--- src/rtl/bnn_pkg.sv ---
// Shared definitions for the binary (XNOR-popcount) dot-product blocks:
// FSM state encoding, default widths, and constant/popcount helpers.
package bnn_pkg;

    localparam int WORD_W_DEF = 32;
    localparam int ACC_W_DEF  = 16;
    // Widest word the popcount helper handles; narrower words are zero-extended.
    localparam int POP_MAX_W  = 256;

    typedef enum logic [1:0] {
        IDLE  = 2'd0,
        ACCUM = 2'd1,
        FINAL = 2'd2,
        OUT   = 2'd3
    } bnn_state_e;

    function automatic int clog2(input int v);
        int r;
        r = 0;
        while ((1 << r) < v) r = r + 1;
        return r;
    endfunction

    function automatic int unsigned popcount(input logic [POP_MAX_W-1:0] v);
        int unsigned n;
        n = 0;
        for (int i = 0; i < POP_MAX_W; i++) n = n + 32'(v[i]);
        return n;
    endfunction

endpackage

--- src/rtl/bnn_xnor_popcnt_lane.sv ---
// One weight lane: XNOR of activation and weight beat, popcount, and a
// clearable/enabled popcount accumulator.
module bnn_xnor_popcnt_lane
    import bnn_pkg::*;
#(
    parameter int WORD_W = WORD_W_DEF,
    parameter int PC_W   = 13
) (
    input  logic              clk,
    input  logic              rst_n,
    input  logic              clr,
    input  logic              en,
    input  logic [WORD_W-1:0] a_word,
    input  logic [WORD_W-1:0] w_word,
    output logic [PC_W-1:0]   pc
);

    logic [WORD_W-1:0] match;
    logic [PC_W-1:0]   ones;

    assign match = ~(a_word ^ w_word);
    assign ones  = PC_W'(popcount(POP_MAX_W'(match)));

    always_ff @(posedge clk or negedge rst_n) begin
        if (!rst_n)   pc <= '0;
        else if (clr) pc <= '0;
        else if (en)  pc <= pc + ones;
    end

endmodule

--- src/rtl/bnn_dot_multi.sv ---
// Multi-lane XNOR-popcount dot engine: shared activation stream, P_CH weight lanes.
// Optional per-lane threshold binarisation with BNN_THRESH_EN.
module bnn_dot_multi
    import bnn_pkg::*;
#(
    parameter int WORD_W    = WORD_W_DEF,
    parameter int P_CH      = 4,
    parameter int MAX_WORDS = 64,
    parameter int ACC_W     = ACC_W_DEF,
    localparam int CNT_W    = clog2(MAX_WORDS + 1)
) (
    input  logic                   clk,
    input  logic                   rst_n,
    input  logic                   start,
    input  logic [CNT_W-1:0]       n_words,
`ifdef BNN_THRESH_EN
    input  logic [P_CH*ACC_W-1:0]  thresh,
`endif
    input  logic [WORD_W-1:0]      a_word,
    input  logic [P_CH*WORD_W-1:0] w_words,
    input  logic                   in_valid,
    output logic                   in_ready,
    output logic                   out_valid,
    input  logic                   out_ready,
    output logic [P_CH*ACC_W-1:0]  acc_out,
    output logic [P_CH-1:0]        bin_out,
    output logic                   busy
);

    localparam int PC_W   = CNT_W + clog2(WORD_W + 1);
    localparam int FULL_W = (PC_W + 2 > ACC_W) ? PC_W + 2 : ACC_W;

    bnn_state_e                state;
    logic [CNT_W-1:0]          n_lat;
    logic [CNT_W-1:0]          cnt;
    logic [CNT_W-1:0]          n_clamp;
    logic                      accept;
    logic                      clr;
    logic [PC_W-1:0]           pc [P_CH];
    logic signed [FULL_W-1:0]  full_c [P_CH];
    logic signed [ACC_W-1:0]   acc_c [P_CH];
    logic signed [ACC_W-1:0]   thr_c [P_CH];
    logic [P_CH-1:0]           bin_c;
`ifdef BNN_THRESH_EN
    logic [P_CH*ACC_W-1:0]     thresh_lat;
`endif

    function automatic logic signed [ACC_W-1:0] trunc_acc(input logic signed [FULL_W-1:0] v);
        return $signed(v[ACC_W-1:0]);
    endfunction

    assign n_clamp = (n_words > CNT_W'(MAX_WORDS)) ? CNT_W'(MAX_WORDS) : n_words;
    assign accept  = in_valid && in_ready;
    assign clr     = (state == IDLE) && start;

    for (genvar c = 0; c < P_CH; c++) begin : g_lane
        bnn_xnor_popcnt_lane #(
            .WORD_W (WORD_W),
            .PC_W   (PC_W)
        ) u_lane (
            .clk    (clk),
            .rst_n  (rst_n),
            .clr    (clr),
            .en     (accept),
            .a_word (a_word),
            .w_word (w_words[c*WORD_W +: WORD_W]),
            .pc     (pc[c])
        );
    end

    // Final arithmetic: 2*matches - total bits, wrapped in unsigned math then reinterpreted.
    always_comb begin
        for (int c = 0; c < P_CH; c++) begin
            full_c[c] = $signed((FULL_W'(pc[c]) << 1) - FULL_W'(n_lat) * FULL_W'(WORD_W));
            acc_c[c]  = trunc_acc(full_c[c]);
`ifdef BNN_THRESH_EN
            thr_c[c]  = $signed(thresh_lat[c*ACC_W +: ACC_W]);
`else
            thr_c[c]  = '0;
`endif
            bin_c[c]  = (acc_c[c] >= thr_c[c]);
        end
    end

    always_ff @(posedge clk or negedge rst_n) begin
        if (!rst_n) begin
            state     <= IDLE;
            n_lat     <= '0;
            cnt       <= '0;
            in_ready  <= 1'b0;
            out_valid <= 1'b0;
            busy      <= 1'b0;
            acc_out   <= '0;
            bin_out   <= '0;
`ifdef BNN_THRESH_EN
            thresh_lat <= '0;
`endif
        end else begin
            case (state)
                IDLE: begin
                    if (start) begin
                        n_lat <= n_clamp;
                        cnt   <= '0;
                        busy  <= 1'b1;
`ifdef BNN_THRESH_EN
                        thresh_lat <= thresh;
`endif
                        if (n_clamp != '0) begin
                            state    <= ACCUM;
                            in_ready <= 1'b1;
                        end else begin
                            state <= FINAL;
                        end
                    end
                end
                ACCUM: begin
                    if (accept) begin
                        cnt <= cnt + CNT_W'(1);
                        if (cnt + CNT_W'(1) == n_lat) begin
                            in_ready <= 1'b0;
                            state    <= FINAL;
                        end
                    end
                end
                FINAL: begin
                    for (int c = 0; c < P_CH; c++) acc_out[c*ACC_W +: ACC_W] <= acc_c[c];
                    bin_out   <= bin_c;
                    out_valid <= 1'b1;
                    state     <= OUT;
                end
                OUT: begin
                    if (out_ready) begin
                        out_valid <= 1'b0;
                        busy      <= 1'b0;
                        state     <= IDLE;
                    end
                end
                default: state <= IDLE;
            endcase
        end
    end

endmodule

--- config.mk ---
export PLATFORM = sky130hd
export DESIGN_NAME = bnn_dot_multi
export DESIGN_NICKNAME = d
export VERILOG_FILES = /design/src/rtl/bnn_pkg.sv /design/src/rtl/bnn_xnor_popcnt_lane.sv /design/src/rtl/bnn_dot_multi.sv
export SDC_FILE = /design/constraint.sdc
export NUM_CORES = 1
export LEC_CHECK = 0
export ABC_AREA = 0
export BUFFER_PORTS_ARGS = -buffer_cell sky130_fd_sc_hd__buf_2
export CELL_PAD_IN_SITES_DETAIL_PLACEMENT = 1
export CELL_PAD_IN_SITES_GLOBAL_PLACEMENT = 1
export CORE_MARGIN = 1
export CORE_UTILIZATION = 40
export CTS_BUF_LIST = sky130_fd_sc_hd__clkbuf_16
export CTS_CLUSTER_DIAMETER = 200
export CTS_CLUSTER_SIZE = 16
export DETAILED_ROUTE_END_ITERATION = 12
export HOLD_SLACK_MARGIN = 0.15
export PLACE_DENSITY = 0.76
export SKIP_LAST_GASP = 1
export SLEW_MARGIN = 20
export SYNTH_ARGS = -nofsm -noshare
export SYNTH_HDL_FRONTEND = slang
export SYNTH_HIERARCHICAL = 1
export SYNTH_SLANG_ARGS = --single-unit
--- constraint.sdc ---
create_clock -name clk -period 5 [get_ports clk]
set_clock_uncertainty 0.05 [all_clocks]
set_input_delay 0.25 -clock clk [delete_from_list [all_inputs] [get_ports clk]]
set_output_delay 0.25 -clock clk [all_outputs]
set_load 0.005 [all_outputs]
Word level (Yosys, flattened, before mapping)
Cells that the tools add are included.

Add/sub/neg operators: 133. Multiply operators: 0. Div/mod/pow operators: 0. $lt $le $gt $ge: 5. Equal/unequal tests: 9. Shift-type cells: 0. Multiplexer cells: 27. Bitwise logic cells: 8. Reductions and logical operators: 14.

Operators by type and width (number): $add 13x1->13 (120); $not 32->32 (4); $xor 32x32->32 (4); $mux 13 (8); $ge 15x1->1 const B (4); $sub 14x12->15 (4); $add 13x13->13 (4); $mux 7 (3); $pmux 7 s2 (1); $mux 2 (5); $add 1x1->2 (4); $ne 2x2->1 const B (4); $pmux 2 s4 (1); $reduce_bool 2->1 (4); $add 7x1->7 const B (1); $eq 7x7->1 (1); $gt 7x7->1 const B (1); $reduce_bool 7->1 (1); $mux 1 (6); $pmux 1 s2 (3); $reduce_and 3->1 (2); $reduce_and 5->1 (1); $eq 2x2->1 const B (2); $reduce_and 2->1 (2); 5 further kinds (6).

Register bits after elaboration: 138. Bits in latches: 0. Memory bits (writable): 0. ROM bits: 0. Input bits: 172. Output and inout bits: 71. Logic and storage cells: 208. Memories: 0.

Logic depth before layout (Yosys ltp)
Word-level depth: 36. Depth in mapped cells: 21. Gate-level depth less buffers: 21.

Modules after synthesis
The synthesis kept the hierarchy.

Modules (own cells, without submodules): bnn_dot_multi (times used 1, cells an instance 460, area an instance 4604.4 um^2, seq. area each 1976.9 um^2); bnn_xnor_popcnt_lane (g_lane[1].u_lane) (times used 1, cells an instance 222, area an instance 2185.8 um^2, seq. area each 325.3 um^2); bnn_xnor_popcnt_lane (g_lane[2].u_lane) (times used 1, cells an instance 222, area an instance 2180.8 um^2, seq. area each 325.3 um^2); bnn_xnor_popcnt_lane (g_lane[0].u_lane) (times used 1, cells an instance 221, area an instance 2150.8 um^2, seq. area each 325.3 um^2); bnn_xnor_popcnt_lane (g_lane[3].u_lane) (times used 1, cells an instance 199, area an instance 2077.0 um^2, seq. area each 325.3 um^2).

Least setup slack after synthesis
Ideal clock, no wire load.

Path kind: input -> register. From: in w_words[0]. To: reg g_lane[0].u_lane.pc[10]. Library setup time: 0.125 ns. Data arrival time: 6.365 ns. Data required time: 4.825 ns. Path slack: -1.539 ns. Stages on the path: 21. Buffers on the path: 0. Cells stage by stage: xor2_1 fa_1 fa_1 inv_1 ha_1 inv_1 fa_1 fa_1 fa_1 fa_1 fa_1 fa_1 inv_1 ha_1 inv_1 fa_1 nor2b_1 o31a_1 o211ai_1 a21oi_1 mux2_2.

Word-level cells in the longest chain between the ends: 36.

RTL lines: start, declared (line bnn_dot_multi.sv:20) `input logic [P_CH*WORD_W-1:0] w_words,`; $xor 32x32->32 (line bnn_xnor_popcnt_lane.sv:21) `assign match = ~(a_word ^ w_word);`; $not 32->32 (line bnn_xnor_popcnt_lane.sv:21); $add 1x1->2 (line bnn_pkg.sv:27) `for (int i = 0; i < POP_MAX_W; i++) n = n + 32'(v[i]);`; $add 13x1->13 (30 in a row) (line bnn_pkg.sv:27); $add 13x13->13 (line bnn_xnor_popcnt_lane.sv:27) `else if (en) pc <= pc + ones;`; $mux 13 (line bnn_xnor_popcnt_lane.sv:27); $mux 13 (line bnn_xnor_popcnt_lane.sv:26) `else if (clr) pc <= '0;`; end signal, assigned (line bnn_xnor_popcnt_lane.sv:27); end, declared (line bnn_xnor_popcnt_lane.sv:15) `output logic [PC_W-1:0] pc`.

No other way between the ends. The select of a mux whose other input is x is not followed. A chain may end at the register's enable or synchronous reset.

Worst setup path after layout
From: in a_word[3]. To: reg g_lane[1].u_lane.pc[10].

Word-level cells in the longest chain between the ends: 34.

RTL lines: start, declared (line bnn_dot_multi.sv:19) `input logic [WORD_W-1:0] a_word,`; $xor 32x32->32 (line bnn_xnor_popcnt_lane.sv:21); $not 32->32 (line bnn_xnor_popcnt_lane.sv:21); $add 13x1->13 (29 in a row) (line bnn_pkg.sv:27); $add 13x13->13 (line bnn_xnor_popcnt_lane.sv:27); $mux 13 (line bnn_xnor_popcnt_lane.sv:27); $mux 13 (line bnn_xnor_popcnt_lane.sv:26); end signal, assigned (line bnn_xnor_popcnt_lane.sv:27); end, declared (line bnn_xnor_popcnt_lane.sv:15).

No other way between the ends. The select of a mux whose other input is x is not followed.

==> flow_summary.toml <==
[sta]
fin_ws_ns = -1.25
slew_headroom_pct = 37.0
worst_pin_slew_ns = 0.946
fin_crit_ns = 6.25
finalMaxSlewViolations = 0
rsz0062_at_grt = "true"
hold_viol = 0
finalSetupTns_ns = -45.73
setup_viol = 52
post-route-period-util_pct = 125
timing.hold.ws_ns = 0.333
max_freq_ghz = 0.160

[drt]
met2_length_um = 21000
routed_via_density = 5.25
vias = 11137
postRouteAntennaNets = 0
drc = 0
wl_um = 41600
wl_per_cell_um = 19.6
drt_first_pass_iters = 4
drtIter0Drc = 446
met1_length_um = 17800
top_layer_used = "met5"
wl_met3_um = 1420

[clocking]
cts_sinks = 131
cts_root_buffer = "clkbuf_16"
htreeDepth = 4
clk_pin_slew_ns = 0.07
tritoncts = "done"
cts_buffers = 17
cts_max_path_buffers = 2
clkLatencyLatePin_ns = 0.44

[yosys]
synth-edff-count = 0
synth_flop_cell = "dfrtp_1"
yosys_warnings = 6
ys_ff_latch = 131
synth_cells = 1324
ys_async_sr_fraction_pct = 100
syn_avg_cell_area_um2 = 9.97
syn_area_um2 = 13200
ys_seq_area_share_pct = 24.8
synth.distinct_cells = 76

[place]
io_buffers = 238
place.gp.congestion = 0.922
dp_slack_ns = -1.83
dp_hpwl_um = 32900

[final_layout]
antenna_cells = 0
drive_above_1_share_pct = 31.5
syn_to_final_growth_pct = 29.1
finalNetCount = 2101

[run_status]
violations = "negative setup slack"
status = "complete, but fails checks"

[floorplan]
pin_count = 243
rows = 66
dieHeight_um = 184
dieArea_um2 = 33700
fp.coreArea_um2 = 32500
die_x_um = 184
start_util_pct = 40.6

[worst_setup_path]
required_ns = 5.28
rrSetupSlack_ns = -0.15
start_kind = "input pin"
crit_path_end_kind = "register"
cp.arrival_ns = 6.52
worstSetupPathType = "in -> reg"
crit_fanout = 4

[flow_run]
maxCapViolations = 0

[worst_hold_path]
hp-class = "in -> reg"

[global_routing]
antenna_found_initial = 1
grt_pass1_wl_um = 64900
grt_max_degree = 98
grt-ovfl-total = 0
grt_pass1_vias = 12202
track_usage_pct = 24.9
==> Yosys cell counts (8+ instances only) <==
cell,count,share of area (%)
inv_1,162,4.6
ha_1,161,15
dfrtp_1,131,25
fa_1,100,15
xor2_1,99,6.6
nor2_1,84,2.4
xnor2_1,70,4.6
nand2_1,67,1.9
o21ai_0,54,2.0
a21oi_1,38,1.4
mux2_2,33,2.8
nor2b_1,24,1.1
mux2i_1,19,1.4
nand3_1,19,0.72
a21o_1,18,1.0
o21a_1,17,0.97
nor3_1,15,0.57
clkbuf_1,13,0.37
o211ai_1,13,0.74
o31ai_1,10,0.57
o21bai_1,9,0.51
buf_4,8,0.46
nor4_1,8,0.38
==> path summary, 6_finish.rpt <==
path / from / endpoint / cells past startpoint
worst max-delay path: a_word[3] / g_lane[1].u_lane/pc[10] / 22
worst min-delay path: w_words[70] / g_lane[2].u_lane/pc[0] / 5
worst max register to register: g_lane[2].u_lane/pc[0] / g_lane[2].u_lane/pc[12] / 16
worst min register to register: bin_out[0] / bin_out[0] / 1
max in group asynchronous: rst_n / g_lane[0].u_lane/pc[7] / 3
min in group asynchronous: rst_n / in_ready / 2
==> worst max-delay path: stages <==
cell and delay [ns]:
buf_12 0.11, xor2_2 0.18, fa_1 0.50, fa_2 0.59
inv_2 0.06, ha_4 0.26, inv_2 0.04, fa_1 0.58
fa_1 0.44, fa_1 0.52, fa_1 0.43, fa_1 0.52
fa_1 0.42, inv_2 0.08, ha_4 0.12, inv_2 0.04
fa_2 0.38, nor2b_4 0.14, o31a_1 0.19, o211ai_1 0.14
a21oi_1 0.19, mux2_1 0.34
==> metal layers <==
metal	track usage [%]	vias up
li1	-	5191
met1	30.0	5591
met2	45.3	280
met3	3.17	73
met4	8.30	2
met5	0	-
==> layout by cell type (no fill, tap or decap), drive strengths merged, types with 6 or more instances in the layout <==
| cell | Yosys | layout |
|---|---|---|
| o211ai | 14 | 14 |
| dlygate4sd3 | 0 | 14 |
| a21o | 19 | 19 |
| buf | 21 | 342 |
| o31ai | 10 | 10 |
| nor3 | 15 | 15 |
| nand4 | 7 | 7 |
| a21oi | 39 | 39 |
| inv | 162 | 172 |
| or3 | 6 | 6 |
| mux2 | 36 | 36 |
| o21bai | 9 | 9 |
| a31oi | 6 | 6 |
| nand2 | 68 | 68 |
| nor2b | 24 | 24 |
| clkbuf | 13 | 17 |
| nor4 | 9 | 9 |
| and3 | 11 | 11 |
| o21a | 17 | 17 |
| o21ai | 57 | 57 |
| dfrtp | 131 | 131 |
| nand3b | 7 | 7 |
| a211oi | 7 | 7 |
| nand3 | 20 | 20 |
| xnor2 | 70 | 70 |
| ha | 161 | 161 |
| mux2i | 19 | 19 |
| fa | 100 | 100 |
| xor2 | 99 | 99 |
| nor2 | 84 | 84 |
==> stage by stage <==
stage / area (um^2) / instances / util, %
after CTS: 16800 / 2121 / 51.7
final: 17000 / 2123 / 52.4
after global routing: 17000 / 2123 / 52.4
after floorplan: 13400 / 1327 / -
after detailed placement: 15700 / 2068 / 48.3
after global placement: 15700 / 2068 / 48.3
==> timing repair <==
action	CTS	global route
resized for setup	69	40
pin swaps	52	35
setup buffers	10	7
setup endpoints to repair	52	52
hold buffers	14	0
endpoints found under the hold margin	105	0
==> sequential cells by signal, summed over array words and instances (netlist names) <==
register,count
out_valid,1
busy,1
g_lane.u_lane/pc,52
n_lat,7
state,2
cnt,7
bin_out,4
in_ready,1
acc_out,56
==> cells by family (layout without fill, tap and decap cells) <==
logic type,after synthesis,count (layout),synth area share (%)
simple gates,279,279,10.6
fa+ha+maj,261,261,30.4
compound gates,231,231,12.5
buf+inv,197,551,5.89
xor+xnor,169,169,11.2
flops,131,131,24.8
mux,55,55,4.54
other cells,1,4,0.0284
==> layout make-up <==
type                            count  area [um^2]
Clock buffer                       17          425
Clock inverter                     15          154
Fill cell                        3699        15500
Inverter                          163          612
Multi-Input combinational cell    999         9810
Sequential cell                   131         3280
Tap cell                          442          553
Timing Repair Buffer              356         2200
Power is not shown: default switching activity piles up to over one toggle a cycle in this logic, so the estimate is an artifact.
